`config.mk`:
```
export PLATFORM = sky130hd
export DESIGN_NAME = i2s_tdm_clkgen
export DESIGN_NICKNAME = d
export VERILOG_FILES = /design/src/rtl/i2s_tdm_clkgen.sv
export SDC_FILE = /design/constraint.sdc
export NUM_CORES = 1
export LEC_CHECK = 0
export CORE_MARGIN = 2
export CORE_UTILIZATION = 56
export DETAILED_ROUTE_END_ITERATION = 10
export PLACE_DENSITY_LB_ADDON = 0.12
export SYNTH_ARGS = -nofsm -noshare
export SYNTH_HDL_FRONTEND = slang
export SYNTH_SLANG_ARGS = --single-unit
```
`constraint.sdc`:
```
create_clock -name clk_i -period 2.4 [get_ports clk_i]
set_clock_uncertainty 0.15 [all_clocks]
set_input_delay 0.48 -clock clk_i [delete_from_list [all_inputs] [get_ports clk_i]]
set_output_delay 0.48 -clock clk_i [all_outputs]
set_load 0.005 [all_outputs]
```
`src/rtl/i2s_tdm_clkgen.sv`:
```
// I2S / TDM master clock generator: SCK and WS for 2..MAX_CHNL-slot frames in I2S, LJ, DSP-A and DSP-B formats.
// Edge strobes and bit/slot position let the shifters run on clk_i without sampling sck_o.
module i2s_tdm_clkgen #(
  parameter int DIV_WIDTH = 16,
  parameter int MAX_CHNL  = 8,
  parameter int SLOT_W    = $clog2(MAX_CHNL)
) (
  input  logic                 clk_i,
  input  logic                 rst_n_i,
  input  logic                 en_i,
  input  logic                 pol_i,
  input  logic                 wspol_i,
  input  logic [1:0]           fmt_i,
  input  logic [1:0]           chl_i,
  input  logic [SLOT_W-1:0]    chn_i,
  input  logic [DIV_WIDTH-1:0] div_i,
  output logic                 sck_o,
  output logic                 ws_o,
  output logic                 sck_lead_o,
  output logic                 sck_trail_o,
  output logic [4:0]           bit_idx_o,
  output logic [SLOT_W-1:0]    slot_idx_o,
  output logic                 frame_start_o
);

  localparam logic [1:0] FMT_I2S  = 2'b00;
  localparam logic [1:0] FMT_LJ   = 2'b01;
  localparam logic [1:0] FMT_DSPA = 2'b10;
  localparam logic [1:0] FMT_DSPB = 2'b11;

  // Highest bit index of a slot for a given slot-width code.
  function automatic logic [4:0] width_m1(input logic [1:0] chl);
    logic [4:0] r;
    case (chl)
      2'b00:   r = 5'd7;
      2'b01:   r = 5'd15;
      2'b10:   r = 5'd23;
      default: r = 5'd31;
    endcase
    return r;
  endfunction

  // Upper half of the frame drives the opposite WS level; a single-slot frame has no upper half.
  function automatic logic grp(input logic [SLOT_W-1:0] chn, input logic [SLOT_W-1:0] slot);
    logic [SLOT_W:0] half;
    half = ({1'b0, chn} + {{SLOT_W{1'b0}}, 1'b1}) >> 1;
    return (chn != {SLOT_W{1'b0}}) && ({1'b0, slot} >= half);
  endfunction

  // WS level while the bit at (slot, bit_v) is on the wire.
  function automatic logic ws_calc(
    input logic [1:0]        fmt,
    input logic [SLOT_W-1:0] chn,
    input logic              wspol,
    input logic [SLOT_W-1:0] slot,
    input logic [4:0]        bit_v,
    input logic [4:0]        wm1
  );
    logic [SLOT_W-1:0] nslot;
    logic              r;
    nslot = (bit_v != 5'd0) ? slot :
            (slot == chn)   ? {SLOT_W{1'b0}} : slot + SLOT_W'(1);
    case (fmt)
      FMT_I2S:  r = wspol ^ grp(chn, nslot);
      FMT_LJ:   r = wspol ^ grp(chn, slot);
      FMT_DSPA: r = wspol ^ ((slot == chn) && (bit_v == 5'd0));
      FMT_DSPB: r = wspol ^ ((slot == {SLOT_W{1'b0}}) && (bit_v == wm1));
      default:  r = wspol;
    endcase
    return r;
  endfunction

  logic                 rst_meta_r, rst_sync_r, armed_r;
  logic [1:0]           fmt_r, fmt_s, chl_r, chl_s;
  logic [SLOT_W-1:0]    chn_r, chn_s;
  logic [DIV_WIDTH-1:0] div_r, div_s, cnt_r, cnt_s;
  logic                 sck_r, sck_s, ws_r, ws_s;
  logic                 lead_r, lead_s, trail_r, trail_s, fs_r, fs_s;
  logic [4:0]           bit_r, bit_s, wm1_s;
  logic [SLOT_W-1:0]    slot_r, slot_s;

  // Reset synchronizer: asserts immediately, releases on clk_i.
  always_ff @(posedge clk_i or negedge rst_n_i) begin
    if (!rst_n_i) begin
      rst_meta_r <= 1'b0;
      rst_sync_r <= 1'b0;
    end else begin
      rst_meta_r <= 1'b1;
      rst_sync_r <= rst_meta_r;
    end
  end

  // Next-state: idle reload (also on the first cycle out of reset), divider, edge strobes, position and WS.
  always_comb begin
    fmt_s   = fmt_r;
    chl_s   = chl_r;
    chn_s   = chn_r;
    div_s   = div_r;
    cnt_s   = cnt_r;
    sck_s   = sck_r;
    ws_s    = ws_r;
    bit_s   = bit_r;
    slot_s  = slot_r;
    lead_s  = 1'b0;
    trail_s = 1'b0;
    fs_s    = 1'b0;
    wm1_s   = width_m1(chl_r);
    if (!en_i || !armed_r) begin
      fmt_s  = fmt_i;
      chl_s  = chl_i;
      chn_s  = chn_i;
      div_s  = div_i;
      wm1_s  = width_m1(chl_i);
      cnt_s  = div_i;
      sck_s  = pol_i;
      bit_s  = wm1_s;
      slot_s = {SLOT_W{1'b0}};
      ws_s   = ws_calc(fmt_i, chn_i, wspol_i, {SLOT_W{1'b0}}, wm1_s, wm1_s);
    end else if (cnt_r == {DIV_WIDTH{1'b0}}) begin
      cnt_s = div_r;
      sck_s = ~sck_r;
      if (sck_r == pol_i) begin
        lead_s = 1'b1;
        fs_s   = (slot_r == {SLOT_W{1'b0}}) && (bit_r == wm1_s);
      end else begin
        trail_s = 1'b1;
        if (bit_r == 5'd0) begin
          bit_s = wm1_s;
          if (slot_r == chn_r) begin
            slot_s = {SLOT_W{1'b0}};
          end else begin
            slot_s = slot_r + SLOT_W'(1);
          end
        end else begin
          bit_s = bit_r - 5'd1;
        end
        ws_s = ws_calc(fmt_r, chn_r, wspol_i, slot_s, bit_s, wm1_s);
      end
    end else begin
      cnt_s = cnt_r - DIV_WIDTH'(1);
    end
  end

  // State and output registers.
  always_ff @(posedge clk_i or negedge rst_sync_r) begin
    if (!rst_sync_r) begin
      armed_r <= 1'b0;
      fmt_r   <= 2'b00;
      chl_r   <= 2'b00;
      chn_r   <= {SLOT_W{1'b0}};
      div_r   <= {DIV_WIDTH{1'b0}};
      cnt_r   <= {DIV_WIDTH{1'b0}};
      sck_r   <= 1'b0;
      ws_r    <= 1'b0;
      lead_r  <= 1'b0;
      trail_r <= 1'b0;
      fs_r    <= 1'b0;
      bit_r   <= 5'd0;
      slot_r  <= {SLOT_W{1'b0}};
    end else begin
      armed_r <= 1'b1;
      fmt_r   <= fmt_s;
      chl_r   <= chl_s;
      chn_r   <= chn_s;
      div_r   <= div_s;
      cnt_r   <= cnt_s;
      sck_r   <= sck_s;
      ws_r    <= ws_s;
      lead_r  <= lead_s;
      trail_r <= trail_s;
      fs_r    <= fs_s;
      bit_r   <= bit_s;
      slot_r  <= slot_s;
    end
  end

  assign sck_o         = sck_r;
  assign ws_o          = ws_r;
  assign sck_lead_o    = lead_r;
  assign sck_trail_o   = trail_r;
  assign bit_idx_o     = bit_r;
  assign slot_idx_o    = slot_r;
  assign frame_start_o = fs_r;

endmodule
```
==> summary.md <==
| Metric | Value |
|---|---|
| Status | finished with violations |
| Failing checks | negative setup slack |
| Top cell by count, worst path | a2bb2oi_1 |
| Max-slew violations | 0 |
| Drt initial violations | 144 |
| Detailed placement HPWL | 5640 µm |
| Place WS | -1310 ps |
| Critical path endpoint category | flop |
| Post-Syn Area | 3260 µm² |
| CTS buffer count | 5 |
| DRT antenna net count | 0 |
| Post-synthesis area per instance | between 8 and 9 µm² |
| Clock Path Buffers | 2 |
| Area grow syn2layout | 38.9% |
| Io pins | approximately 40 |
| GRT Total Usage | around a quarter |
| RSZ-0062 raised after global routing | true |
| Antenna Cells | 0 |
| Gate power share | between 20% and 30% |
| Hold buffer count at CTS | 0 |
| Post-Place Cells | between 500 and 600 |
| Worst path required time | ~2500 ps |
| Switching Fraction | approximately 29% |
| Vias in the first global route | approximately 3000 |
| Seq pwr share | between 40 and 50% |
| Clock Sinks | 55 |
| TritonCTS clock tree | yes |
| CTS clk-pin slew, worst paths | roughly 110 ps |
| Min Tclk post-route | 3710 ps |
| WP data arrival | between 3000 and 4000 ps |
| Initial antenna violation count | 0 |
| Vias per inst | between 5 and 6 |
| Min-delay worst type | reg2async |
| Die extent in y | 80.3 µm |
| Skew-Pair Late Insertion Delay | 320 ps |
| Int Pwr | 1.55 mW |
| Number of port buffers | 40 |
| Max_cap viols | 0 |
| Synth unique cells | 49 |
| DRC violations left | 0 |
| Die X-Extent | between 80 and 90 µm |
| Clock group share of total power | 30.4% |
| Initial core utilization | about three fifths |
| Core area | between 5000 and 6000 µm² |
| Drt wl/cell | between 15 and 20 µm |
| Die area | approximately 6400 µm² |
| PD cells | approximately 480 nW/µm² |
| First-pass DRT Iterations | 4 |
| Achievable Freq | ~270 MHz |
| CTS root buffer | clkbuf_8 |
| Final GP Congestion | roughly 0.94 |
| Final setup viols | 11 |
| First-pass GRT wire length | 13400 µm |
| Worst setup SP type | flop |
| Total gr overflow | 0 |
| Utilization after layout | between 80 and 90% |
| Final hold vios | 0 |
| Largest net degree at the start of global routing | 54 |
| Synth Instances | between 300 and 400 |
| Final period util | 155% |
| Peak per-stage delay on the critical path | about 510 ps |
| Leak | about 2.1 nW |
| NetSw | 0.623 mW |
| Vias | roughly 3000 |
| WL final | ~8300 µm |
| Slowest cell on the critical path | or4b_4 |
| Rows | 27 |
| VDD IR max | approximately 0.00043 V |
| EDFF count, synth | 0 |
| Post-synth top flop | dfrtp_1 |
| CP Max Fanout | 4 |
| PnR worst setup slack | -1310 ps |
| Buf/Inv on CP | 1 |
| Critical path class | reg2reg |
| Post-synthesis register bit count | between 50 and 60 |
| Worst hold margin | around 90 ps |
| Setup_tns | -1610 ps |
| Fin nets | between 500 and 600 |
| Register area share after synthesis | between 40 and 50% |
| # fillers | roughly 340 |
| Synth warn | 0 |
| Share of layout cells above drive strength 1 | a little under a quarter |
| H-tree depth | 2 |
| Crit path cell chain | inv_2 -> ha_4 -> or4b_4 -> o32ai_2 -> a2bb2oi_1 -> o211ai_1 -> or2_4 -> and3_4 -> a21oi_2 -> ha_1 -> nand2b_4 -> a21o_1 -> a211oi_2 -> a221oi_2 -> o31a_1 -> a2bb2oi_1 -> nand3_1 |
| CP delay by family, top | compound AO/OA/AOI/OAI gates |
| Fin cells | between 500 and 600 |
| Async S/R FF share, synth | 100% |
-- power by group through the flow --
stage | Sequential [mW] | Clock (mW) | Combinational, mW
6_report | 1.05 | 0.661 | 0.463
5_1_grt | 1.06 | 0.711 | 0.515
4_1_cts | 1.04 | 0.669 | 0.434
3_5_place_dp | 1.06 | 0 | 0.419
3_3_place_gp | 1.06 | 0 | 0.408
2_1_floorplan | 1.06 | 0 | 0.237
-- path summary, 6_finish.rpt --
path / to / cells after the start / start / slack [ps]
worst min register to register: slot_idx_o[2] / 1 / rst_sync_r / 90
worst max register to register: ws_o / 17 / bit_idx_o[1] / -1310
max in group asynchronous: bit_idx_o[0] / 1 / rst_sync_r / 1740
worst max-delay path: ws_o / 17 / bit_idx_o[1] / -1310
min in group clk_i: rst_sync_r / 0 / rst_meta_r / 220
worst min-delay path: slot_idx_o[2] / 1 / rst_sync_r / 90
-- synth_stat cells, types with 2 or more instances --
cell type | n | area, µm²
nand2_1 | 89 | 334
dfrtp_1 | 55 | 1380
o21ai_0 | 42 | 210
ha_1 | 20 | 250
inv_1 | 16 | 60.1
a21oi_1 | 14 | 70.1
xnor2_1 | 14 | 123
clkbuf_1 | 13 | 48.8
xor2_1 | 12 | 105
nor2_1 | 11 | 41.3
nor3_1 | 9 | 45.0
nand3_1 | 7 | 35.0
buf_2 | 5 | 25.0
or3_1 | 5 | 31.3
a2bb2oi_1 | 4 | 35.0
a31oi_1 | 4 | 25.0
nand2b_1 | 4 | 25.0
nor4_1 | 4 | 25.0
o211ai_1 | 4 | 30.0
mux2i_1 | 3 | 30.0
nor2b_1 | 3 | 18.8
o22ai_1 | 3 | 18.8
o311ai_0 | 3 | 26.3
a21o_1 | 2 | 15.0
nand3b_1 | 2 | 15.0
nor3_2 | 2 | 20.0
nor4b_1 | 2 | 17.5
-- stage by stage --
stage	instance area, µm²	power [mW]
floorplan	3340	1.30
global route	4530	2.28
global placement	4230	1.47
finish	4530	2.17
detailed placement	4230	1.48
CTS	4400	2.15
-- kinds of logic (layout without fill, tap and decap cells) --
group                      Yosys count  count (layout)  share of synthesized area, %
muxes                                4               4                          1.27
DFF                                 55              55                          42.2
and+or+nand+nor                    149             149                          22.0
xor gates and xnor gates            26              26                          6.98
AOI/OAI and AO/OA                   84              84                          15.5
other                                1               2                         0.115
adders and majority gates           20              20                          7.67
buffers and inverters               35             133                          4.22
-- layout make-up --
class | instances | area, µm² | area share [%]
clock buffer | 5 | 68.8 | 1.52
clock inverter | 3 | 50.0 | 1.10
inverter | 16 | 60.1 | 1.33
multi-input combinational | 285 | 1890 | 41.7
sequential | 55 | 1380 | 30.4
tap | 72 | 90.1 | 1.99
timing repair buffer | 109 | 992 | 21.9
-- metal layers --
| metal | track usage, % | routed length, µm | vias to the layer above | part of all wire, % |
|---|---|---|---|---|
| met3 | 4.38 | 404 | 24 | 4.9 |
| met4 | 9.66 | 217 | 0 | 2.6 |
| met1 | 34.9 | 3640 | 1407 | 44 |
| met2 | 44.3 | 4000 | 94 | 48 |
| li1 | - | - | 1483 | - |
| met5 | 0 | 0 | - | 0 |
-- layout by cell type (no fill, tap or decap), types with 4 or more instances in the layout --
| master | n |
|---|---|
| ha_1 | 19 |
| xor2_1 | 12 |
| buf_6 | 5 |
| nand3_1 | 7 |
| a31oi_1 | 4 |
| o21ai_0 | 19 |
| a2bb2oi_1 | 4 |
| nand2_1 | 86 |
| a21oi_1 | 12 |
| o211ai_1 | 4 |
| clkbuf_8 | 5 |
| o21ai_2 | 5 |
| xnor2_1 | 14 |
| nor3_1 | 9 |
| nor2_1 | 10 |
| dfrtp_1 | 53 |
| clkdlybuf4s50_1 | 40 |
| inv_1 | 14 |
| o21ai_1 | 18 |
| buf_4 | 60 |
| or3_1 | 4 |
-- registers in the layout, indices dropped and copies added, names as in the netlist --
| signal | flops |
|---|---|
| armed_r | 1 |
| frame_start_o | 1 |
| ws_o | 1 |
| bit_idx_o | 5 |
| sck_lead_o | 1 |
| chl_r | 2 |
| cnt_r | 16 |
| div_r | 16 |
| chn_r | 3 |
| sck_trail_o | 1 |
| rst_meta_r | 1 |
| rst_sync_r | 1 |
| sck_o | 1 |
| slot_idx_o | 3 |
| fmt_r | 2 |
-- timing repair --
item / 4_1_cts / 5_1_grt
gates resized for setup: 5 / 41
pin swaps: 4 / 6
cloned: 0 / 2
endpoints found under the setup margin: 24 / 23
setup buffers: 4 / 1
No activity file was read; power rests on OpenSTA's default activity.
